[src/rtl/flot_isqrt_arbiter_pkg.sv]
// Shared definitions for the float inverse-sqrt arbiter slice.
// Holds the FSM state encoding, the in-flight tag type, the default
// configuration and a constant log2 helper used to size IDs and counters.
// No ports (package).
package flot_isqrt_arb_pkg;

    // Returns ceil(log2(n)), but never less than 1, so that the result can
    // size a vector even when n is 1.
    function automatic int clog2(input int n);
        int r;
        int v;
        r = 0;
        v = 1;
        while (v < n) begin
            v = v * 2;
            r = r + 1;
        end
        return (r == 0) ? 1 : r;
    endfunction

    localparam int WIDTH_DEF = 32;
    localparam int N_REQ_DEF = 4;
    localparam int LAT_DEF   = 4;

    // Requester ID width. Tags are built from this width, so a build with
    // more requesters than 2**ID_W needs N_REQ_DEF raised here.
    localparam int ID_W = clog2(N_REQ_DEF);

    typedef enum logic [1:0] {
        IDLE  = 2'd0,
        RUN   = 2'd1,
        DRAIN = 2'd2
    } state_t;

    // One entry of the tag shift register: which requester owns the op
    // travelling alongside it through the unit.
    typedef struct packed {
        logic            valid;
        logic [ID_W-1:0] id;
    } tag_t;

endpackage

[src/rtl/flot_isqrt_arbiter_if.sv]
// Requester-side bus of the float inverse-sqrt arbiter.
// Signals:
//   req_valid  [N_REQ]        operand valid per requester
//   req_op     [N_REQ*WIDTH]  operands, requester i at [i*WIDTH +: WIDTH]
//   req_exce   [N_REQ]        exception-in flag per requester
//   req_ready  [N_REQ]        one-hot grant back to the requesters
//   rsp_valid  [N_REQ]        one-hot result strobe
//   rsp_result [WIDTH]        shared result word
//   rsp_exce                  exception flag travelling with the result
// Modports: master (requesters), slave (arbiter).
interface flot_isqrt_arbiter_if #(
    parameter int WIDTH = flot_isqrt_arb_pkg::WIDTH_DEF,
    parameter int N_REQ = flot_isqrt_arb_pkg::N_REQ_DEF
);
    logic [N_REQ-1:0]       req_valid;
    logic [N_REQ*WIDTH-1:0] req_op;
    logic [N_REQ-1:0]       req_exce;
    logic [N_REQ-1:0]       req_ready;
    logic [N_REQ-1:0]       rsp_valid;
    logic [WIDTH-1:0]       rsp_result;
    logic                   rsp_exce;

    modport master (
        output req_valid, req_op, req_exce,
        input  req_ready, rsp_valid, rsp_result, rsp_exce
    );

    modport slave (
        input  req_valid, req_op, req_exce,
        output req_ready, rsp_valid, rsp_result, rsp_exce
    );
endinterface

[src/rtl/flot_isqrt_arbiter_rr_grant_sel.sv]
// Grant selector for the float inverse-sqrt arbiter.
// Picks one requester out of a valid vector and reports it both one-hot and
// as an index. Default build: round-robin search starting at ptr.
// Build option ISQRT_ARB_FIXED_PRIO_EN: fixed priority, lowest index wins,
// ptr is ignored.
// Ports:
//   req    in  [N_REQ]  requester valid vector
//   ptr    in  [ID_W]   round-robin start position
//   grant  out [N_REQ]  one-hot selected requester (0 when none)
//   idx    out [ID_W]   index of selected requester
//   any    out          a requester was selected
module rr_grant_sel #(
    parameter int N_REQ = 4,
    parameter int ID_W  = 2
) (
    input  logic [N_REQ-1:0] req,
    input  logic [ID_W-1:0]  ptr,
    output logic [N_REQ-1:0] grant,
    output logic [ID_W-1:0]  idx,
    output logic             any
);

    int start;

`ifdef ISQRT_ARB_FIXED_PRIO_EN
    // With fixed priority the search always begins at requester 0; the
    // pointer is kept on the port so both builds share one interface.
    logic unused_ptr;
    assign unused_ptr = ^ptr;
    assign start = 0;
`else
    assign start = int'(ptr);
`endif

    // Walk the requesters from the start position, wrapping at N_REQ, and
    // take the first one that is valid.
    always_comb begin
        int              cand;
        logic [ID_W-1:0] cand_idx;
        grant    = '0;
        idx      = '0;
        any      = 1'b0;
        cand     = 0;
        cand_idx = '0;
        for (int k = 0; k < N_REQ; k++) begin
            cand     = (start + k) % N_REQ;
            cand_idx = ID_W'(cand);
            if (!any && req[cand_idx]) begin
                any             = 1'b1;
                idx             = cand_idx;
                grant[cand_idx] = 1'b1;
            end
        end
    end

endmodule

[src/rtl/flot_isqrt_arbiter.sv]
// Shares one fixed-latency pipelined float inverse-sqrt unit among N_REQ
// requesters. At most one operand is issued per cycle; a tag shift register
// that advances with the unit's clock enable remembers who owns each
// in-flight op so the result can be routed back. A flush request stops
// granting, lets the pipe empty and then pulses flush_done.
// Build option ISQRT_ARB_FIXED_PRIO_EN selects fixed priority instead of
// round-robin granting.
// Ports:
//   CLK, RST       clock, synchronous active-high reset
//   bus            requester bus (slave side)
//   flush_req      in   stop granting and drain the pipe
//   flush_done     out  one-cycle pulse once the drain completes
//   busy           out  ops in flight or not idle
//   pipe_ce        out  unit clock enable
//   pipe_op        out  operand to the unit
//   pipe_exce_in   out  exception-in to the unit
//   pipe_result    in   unit result
//   pipe_exce_out  in   unit exception-out
module flot_isqrt_arbiter
    import flot_isqrt_arb_pkg::*;
#(
    parameter int WIDTH = WIDTH_DEF,
    parameter int N_REQ = N_REQ_DEF,
    parameter int LAT   = LAT_DEF
) (
    input  logic                 CLK,
    input  logic                 RST,
    flot_isqrt_arbiter_if.slave  bus,
    input  logic                 flush_req,
    output logic                 flush_done,
    output logic                 busy,
    output logic                 pipe_ce,
    output logic [WIDTH-1:0]     pipe_op,
    output logic                 pipe_exce_in,
    input  logic [WIDTH-1:0]     pipe_result,
    input  logic                 pipe_exce_out
);

    localparam int CNT_W = clog2(LAT + 1);

    state_t           state;
    state_t           state_next;
    logic [ID_W-1:0]  ptr;
    tag_t             tag_pipe [LAT];
    logic [CNT_W-1:0] count;

    logic [N_REQ-1:0] sel_grant;
    logic [ID_W-1:0]  sel_idx;
    logic             sel_any;
    logic             grant_en;
    logic             grant;
    logic             retire;

    logic [N_REQ-1:0] rsp_valid_q;
    logic [WIDTH-1:0] rsp_result_q;
    logic             rsp_exce_q;
    logic             flush_done_q;

    rr_grant_sel #(
        .N_REQ (N_REQ),
        .ID_W  (ID_W)
    ) u_grant_sel (
        .req   (bus.req_valid),
        .ptr   (ptr),
        .grant (sel_grant),
        .idx   (sel_idx),
        .any   (sel_any)
    );

    // Granting is only allowed outside DRAIN and when no flush is being
    // requested this cycle; a flush always beats a pending grant. Reset also
    // blocks it so the combinational outputs are quiet while RST is high.
    // The unit runs whenever something enters or something is in flight,
    // which keeps the tag register aligned with the unit's stages.
    always_comb begin
        grant_en      = !RST && !flush_req && (state != DRAIN);
        grant         = grant_en && sel_any;
        bus.req_ready = grant_en ? sel_grant : '0;
        pipe_ce       = !RST && (grant || (count != '0));
        retire        = pipe_ce && tag_pipe[LAT-1].valid;
        busy          = (count != '0) || (state != IDLE);
    end

    // Steer the granted requester's operand onto the unit input with an
    // AND-OR mux over the one-hot grant; the input is zero when idle.
    always_comb begin
        pipe_op      = '0;
        pipe_exce_in = 1'b0;
        if (grant) begin
            for (int i = 0; i < N_REQ; i++) begin
                if (sel_grant[i]) begin
                    pipe_op      = bus.req_op[i*WIDTH +: WIDTH];
                    pipe_exce_in = bus.req_exce[i];
                end
            end
        end
    end

    // Next-state logic. A flush from IDLE or RUN moves to DRAIN; further
    // flush requests are ignored until the pipe is empty again.
    always_comb begin
        state_next = state;
        case (state)
            IDLE: begin
                if (flush_req) begin
                    state_next = DRAIN;
                end else if (|bus.req_valid) begin
                    state_next = RUN;
                end
            end
            RUN: begin
                if (flush_req) begin
                    state_next = DRAIN;
                end else if (!(|bus.req_valid) && (count == '0)) begin
                    state_next = IDLE;
                end
            end
            DRAIN: begin
                if (count == '0) begin
                    state_next = IDLE;
                end
            end
            default: state_next = IDLE;
        endcase
    end

    // State register plus the flush_done pulse, which fires on the cycle
    // after DRAIN sees an empty pipe, i.e. one cycle after the last result.
    always_ff @(posedge CLK) begin
        if (RST) begin
            state        <= IDLE;
            flush_done_q <= 1'b0;
        end else begin
            state        <= state_next;
            flush_done_q <= (state == DRAIN) && (count == '0);
        end
    end

    // Round-robin pointer: moves just past the requester that was served so
    // it gets lowest priority next time. Held at zero for fixed priority.
    always_ff @(posedge CLK) begin
        if (RST) begin
            ptr <= '0;
        end else begin
`ifdef ISQRT_ARB_FIXED_PRIO_EN
            ptr <= '0;
`else
            if (grant) begin
                ptr <= (sel_idx == ID_W'(N_REQ - 1)) ? '0 : sel_idx + ID_W'(1);
            end
`endif
        end
    end

    // Tag shift register. It advances only with the unit's clock enable so
    // that stage LAT-1 always describes the result currently at the unit
    // output. Reset invalidates every tag, dropping any in-flight ops.
    always_ff @(posedge CLK) begin
        if (RST) begin
            for (int i = 0; i < LAT; i++) begin
                tag_pipe[i] <= '0;
            end
        end else if (pipe_ce) begin
            tag_pipe[0].valid <= grant;
            tag_pipe[0].id    <= sel_idx;
            for (int i = 1; i < LAT; i++) begin
                tag_pipe[i] <= tag_pipe[i-1];
            end
        end
    end

    // In-flight counter. An issue and a retire in the same cycle cancel.
    always_ff @(posedge CLK) begin
        if (RST) begin
            count <= '0;
        end else begin
            case ({grant, retire})
                2'b10:   count <= count + CNT_W'(1);
                2'b01:   count <= count - CNT_W'(1);
                default: count <= count;
            endcase
        end
    end

    // Response register. The result word and exception flag are captured
    // when an owned op leaves the unit and hold otherwise; the one-hot
    // strobe lasts a single cycle since responses cannot be stalled.
    always_ff @(posedge CLK) begin
        if (RST) begin
            rsp_valid_q  <= '0;
            rsp_result_q <= '0;
            rsp_exce_q   <= 1'b0;
        end else begin
            rsp_valid_q <= '0;
            if (retire) begin
                rsp_valid_q[tag_pipe[LAT-1].id] <= 1'b1;
                rsp_result_q                    <= pipe_result;
                rsp_exce_q                      <= pipe_exce_out;
            end
        end
    end

    assign bus.rsp_valid  = rsp_valid_q;
    assign bus.rsp_result = rsp_result_q;
    assign bus.rsp_exce   = rsp_exce_q;
    assign flush_done     = flush_done_q;

endmodule

[src/flat_wrapper.sv]
// flat-port wrapper written by rule: the top's interface ports become plain ports
module flot_isqrt_arbiter_flat import flot_isqrt_arb_pkg::*;
#(
    parameter int WIDTH = WIDTH_DEF,
    parameter int N_REQ = N_REQ_DEF,
    parameter int LAT   = LAT_DEF
)
  (CLK, RST, flush_req, flush_done, busy, pipe_ce, pipe_op, pipe_exce_in, pipe_result, pipe_exce_out, bus_req_valid, bus_req_op, bus_req_exce, bus_req_ready, bus_rsp_valid, bus_rsp_result, bus_rsp_exce);
  flot_isqrt_arbiter_if #(.WIDTH(WIDTH), .N_REQ(N_REQ)) bus_i ();
  input  logic CLK;
  input  logic RST;
  input  logic flush_req;
  output logic flush_done;
  output logic busy;
  output logic pipe_ce;
  output logic [WIDTH-1:0] pipe_op;
  output logic pipe_exce_in;
  input  logic [WIDTH-1:0] pipe_result;
  input  logic pipe_exce_out;
  input wire logic [$bits(bus_i.req_valid)-1:0] bus_req_valid;
  input wire logic [$bits(bus_i.req_op)-1:0] bus_req_op;
  input wire logic [$bits(bus_i.req_exce)-1:0] bus_req_exce;
  output wire logic [$bits(bus_i.req_ready)-1:0] bus_req_ready;
  output wire logic [$bits(bus_i.rsp_valid)-1:0] bus_rsp_valid;
  output wire logic [$bits(bus_i.rsp_result)-1:0] bus_rsp_result;
  output wire logic [$bits(bus_i.rsp_exce)-1:0] bus_rsp_exce;
  assign bus_i.req_valid = bus_req_valid;
  assign bus_i.req_op = bus_req_op;
  assign bus_i.req_exce = bus_req_exce;
  assign bus_req_ready = bus_i.req_ready;
  assign bus_rsp_valid = bus_i.rsp_valid;
  assign bus_rsp_result = bus_i.rsp_result;
  assign bus_rsp_exce = bus_i.rsp_exce;
  flot_isqrt_arbiter #(.WIDTH(WIDTH), .N_REQ(N_REQ), .LAT(LAT)) u_core (.CLK(CLK), .RST(RST), .bus(bus_i), .flush_req(flush_req), .flush_done(flush_done), .busy(busy), .pipe_ce(pipe_ce), .pipe_op(pipe_op), .pipe_exce_in(pipe_exce_in), .pipe_result(pipe_result), .pipe_exce_out(pipe_exce_out));
endmodule
[config.mk]
export PLATFORM = sky130hd
export DESIGN_NAME = flot_isqrt_arbiter_flat
export DESIGN_NICKNAME = d
export VERILOG_FILES = /design/src/rtl/flot_isqrt_arbiter_pkg.sv /design/src/rtl/flot_isqrt_arbiter_if.sv /design/src/rtl/flot_isqrt_arbiter_rr_grant_sel.sv /design/src/rtl/flot_isqrt_arbiter.sv /design/src/flat_wrapper.sv
export SDC_FILE = /design/constraint.sdc
export NUM_CORES = 1
export LEC_CHECK = 0
export BUFFER_PORTS_ARGS = -buffer_cell sky130_fd_sc_hd__buf_2
export CAP_MARGIN = 10
export CORE_ASPECT_RATIO = 1.5
export CORE_MARGIN = 2
export CORE_UTILIZATION = 45
export DETAILED_ROUTE_END_ITERATION = 16
export PLACE_DENSITY = 0.82
export SLEW_MARGIN = 0
export SYNTH_ARGS = -nofsm -noshare
export SYNTH_HDL_FRONTEND = slang
export SYNTH_HIERARCHICAL = 1
export SYNTH_SLANG_ARGS = --single-unit
[constraint.sdc]
create_clock -name CLK -period 4.3 [get_ports CLK]
set_clock_uncertainty 0.15 [all_clocks]
set_input_delay 0.43 -clock CLK [delete_from_list [all_inputs] [get_ports CLK]]
set_output_delay 0.43 -clock CLK [all_outputs]
set_load 0.05 [all_outputs]
==> key figures <==
Drt
  – WL per Instance: 17.0 um
  – DRC violations left: 0
  – DR pass1 iterations: 5
  – Drt total wl: 14700 um
  – Initial drt markers: 258
  – DR vias/cell: 5.53
  – Antenna viol nets, final: 0
  – Total number of vias: 4774

Synthesis
  – Synth top cells by count: a21oi_1, nand2b_1, dfxtp_1
  – Post-Synth XOR/XNOR Area: 0.00414
  – Number of synthesized flops with an enable pin: 12
  – Synth Area per Inst: 8.40 sq um
  – Mapped Area: 4230 sq um
  – Most common cell in the netlist: a21oi_1
  – Seq cells post-synth: 57
  – Main combinational cell family by area after synthesis: simple AND/OR/NAND/NOR gates
  – Synthesized net count: 683
  – Share of the synthesized area in the top cell type: 0.213
  – Area leader, netlist: dfxtp_1
  – Most common flop cell mapped by yosys: dfxtp_1
  – Sequential fraction of the synthesis area: 0.298
  – Post-Syn Instances: 503
  – Post-Synth Adder-Cell Area: 0.0255
  – Simple-Gate Fraction of Synth Area: 0.264
  – Share of synthesized flip-flops with an asynchronous set or reset: 0
  – Mux cell area share after synthesis: 0.111
  – Compound-cell area share of the yosys netlist: 0.206
  – Synth top area cells: dfxtp_1, nand2b_1, a21oi_1
  – Synth warn: 6
  – Post-synth cell types: 46

Final layout
  – Synth-to-layout area growth: 42.3%
  – FF/Latch Area: 1260 sq um
  – Finished Cell Area: 6020 sq um
  – Final Core Density: 0.654
  – Final cell count without fillers: 864
  – Final net count: 925
  – Layout cells sized above 1: 0.412
  – Multi-input gate area: 2660 sq um
  – Filler Cells Inserted: 761

Clocking
  – CTS Buf Count: 9
  – Worst-path clk slew: 50 ps
  – CTS tree: built
  – CTS sink count: 57
  – Htree depth: 3
  – Clk_lat worst skew: 320 ps
  – Max Root-Sink Buffers: 2
  – Root Driver: clkbuf_16

Placement
  – Pre-CTS setup slack: 306 ps
  – Hpwl dp: 11200 um
  – GP Congestion: 0.951
  – Buffers on Ports: 248
  – Dpl cell area: 5580 sq um
  – DP Cell Count: 833

Critical path
  – Critical path launch point type: register
  – Crit Path Max Fanout: 13
  – CP arrival: 3570 ps
  – CP Class: reg -> out
  – CP Data Required Time: 3720 ps
  – Critical path endpoint category: primary output

STA
  – Worst Slack Setup Final: 147 ps
  – Slew @ Worst Pin: 812 ps
  – Slew Viols, Final: 0
  – Fin crit share: 0.966
  – Final Hold Fails: 0
  – Setup-failing EPs final: 0
  – Worst slew margin: 0.457
  – Fmax: 241 MHz
  – Period minus WS final: 4150 ps
  – Setup TNS Final: 0 ps

Floorplanning
  – Die ar.: 10200 sq um
  – Die Width: 83.1 um
  – Die height: 123 um
  – Initial core utilization: 0.459
  – CORE AREA: 9200 sq um
  – Ports: 249
  – Rows: 43

Power
  – Peak supply drop: 0.000376 V
  – PwrDens: 432 nW/um^2
  – Leakage: 3.02 nW

Global route
  – GRT overflow: 0
  – First-pass GRT wire length: 22300 um
  – Vias in the first global route: 4588
  – Antenna violations before repair: 3
  – Largest net degree at the start of global routing: 81
  – GRT Overall Usage: 0.271

Hold path
  – HP Class: in -> reg

Job
  – Max-cap violations: 0

Outcome
  – Run status: finished, final reports clean
## final cells by class
type	instances	share of cell area
diodes	2	0.000832
well taps	112	0.0233
clock buffers	14	0.0455
multi-input cells	363	0.442
flip-flops and latches	57	0.210
repair buffers	275	0.252
clock inverters	2	0.00208
inverters	39	0.0243
## power by group
group	switching, mW	internal, mW	total [mW]
registers	0.0292	0.610	0.639
logic	0.784	0.515	1.30
clock network	0.226	0.435	0.661
total	1.04	1.56	2.60
## worst paths after layout
| path | startpoint | end | slack [ps] | depth (start not counted) |
|---|---|---|---|---|
| max | u_core/ptr[0] | pipe_op[26] | 150 | 12 |
| max reg2reg | u_core/ptr[0] | u_core/count[2] | 630 | 14 |
| min | pipe_result[28] | u_core/bus.rsp_result[28] | 210 | 3 |
| min reg2reg | u_core/bus.rsp_result[15] | u_core/bus.rsp_result[15] | 330 | 2 |
## flip-flops by register name (all words and copies together), names as in the netlist
signal,flops
u_core/bus.rsp_exce,1
u_core/bus.rsp_result,32
u_core/ptr,2
u_core/tag_pipe,12
u_core/bus.rsp_valid,4
u_core/flush_done,1
u_core/count,3
u_core/state,2
## logic make-up after synthesis
| kind of cell | after synthesis |
|---|---|
| compound gates | 127 |
| xor+xnor | 2 |
| fa+ha+maj | 8 |
| buf+inv | 85 |
| flops | 57 |
| mux | 41 |
| simple gates | 183 |
## placed cells by master, fill, tap and decap left out, types with 9 or more instances in the layout
cell type    n
a21oi_1     71
a221o_1     33
buf_2      245
buf_4       23
clkbuf_16    9
dfxtp_1     45
edfxtp_1    12
inv_1       38
mux2i_1     35
nand2_1     35
nand2b_1    69
nand3b_1    33
nor3b_1     11
## critical path, cell delays in order, from the launching register on
cell and delay (ps):
dfxtp_1 350, inv_1 80, ha_1 370, mux4_2 330, buf_4 190, nor4b_4 430, a22oi_1 180, o21ai_4 220
buf_4 220, nand3b_1 90, a221o_1 300, a21oi_1 180, buf_2 300
## per-layer routing
| metal | GRT usage | up-vias | wire length (um) |
|---|---|---|---|
| met5 | 0 | - | 13 |
| met4 | 0.103 | 2 | 325 |
| met3 | 0.0948 | 29 | 1600 |
| met2 | 0.466 | 276 | 7130 |
| met1 | 0.310 | 2184 | 5630 |
| li1 | - | 2283 | - |
## metrics by stage
| stage | hold slack (ps) | power [mW] |
|---|---|---|
| floorplan | 303 | 1.55 |
| global placement | 307 | 1.84 |
| detailed placement | 319 | 1.87 |
| CTS | 199 | 2.56 |
| global route | 211 | 2.72 |
| finish | 210 | 2.60 |
## what timing repair did
item                                    in CTS  in global routing
hold buffers                                 0                  0
setup buffers                                3                  8
hold endpoints to repair                     0                  0
endpoints found under the setup margin       1                 26
cloned                                       1                  1
pin swaps                                    0                  1
resized for setup                            1                  8
Power figures use the tool's default switching activity.
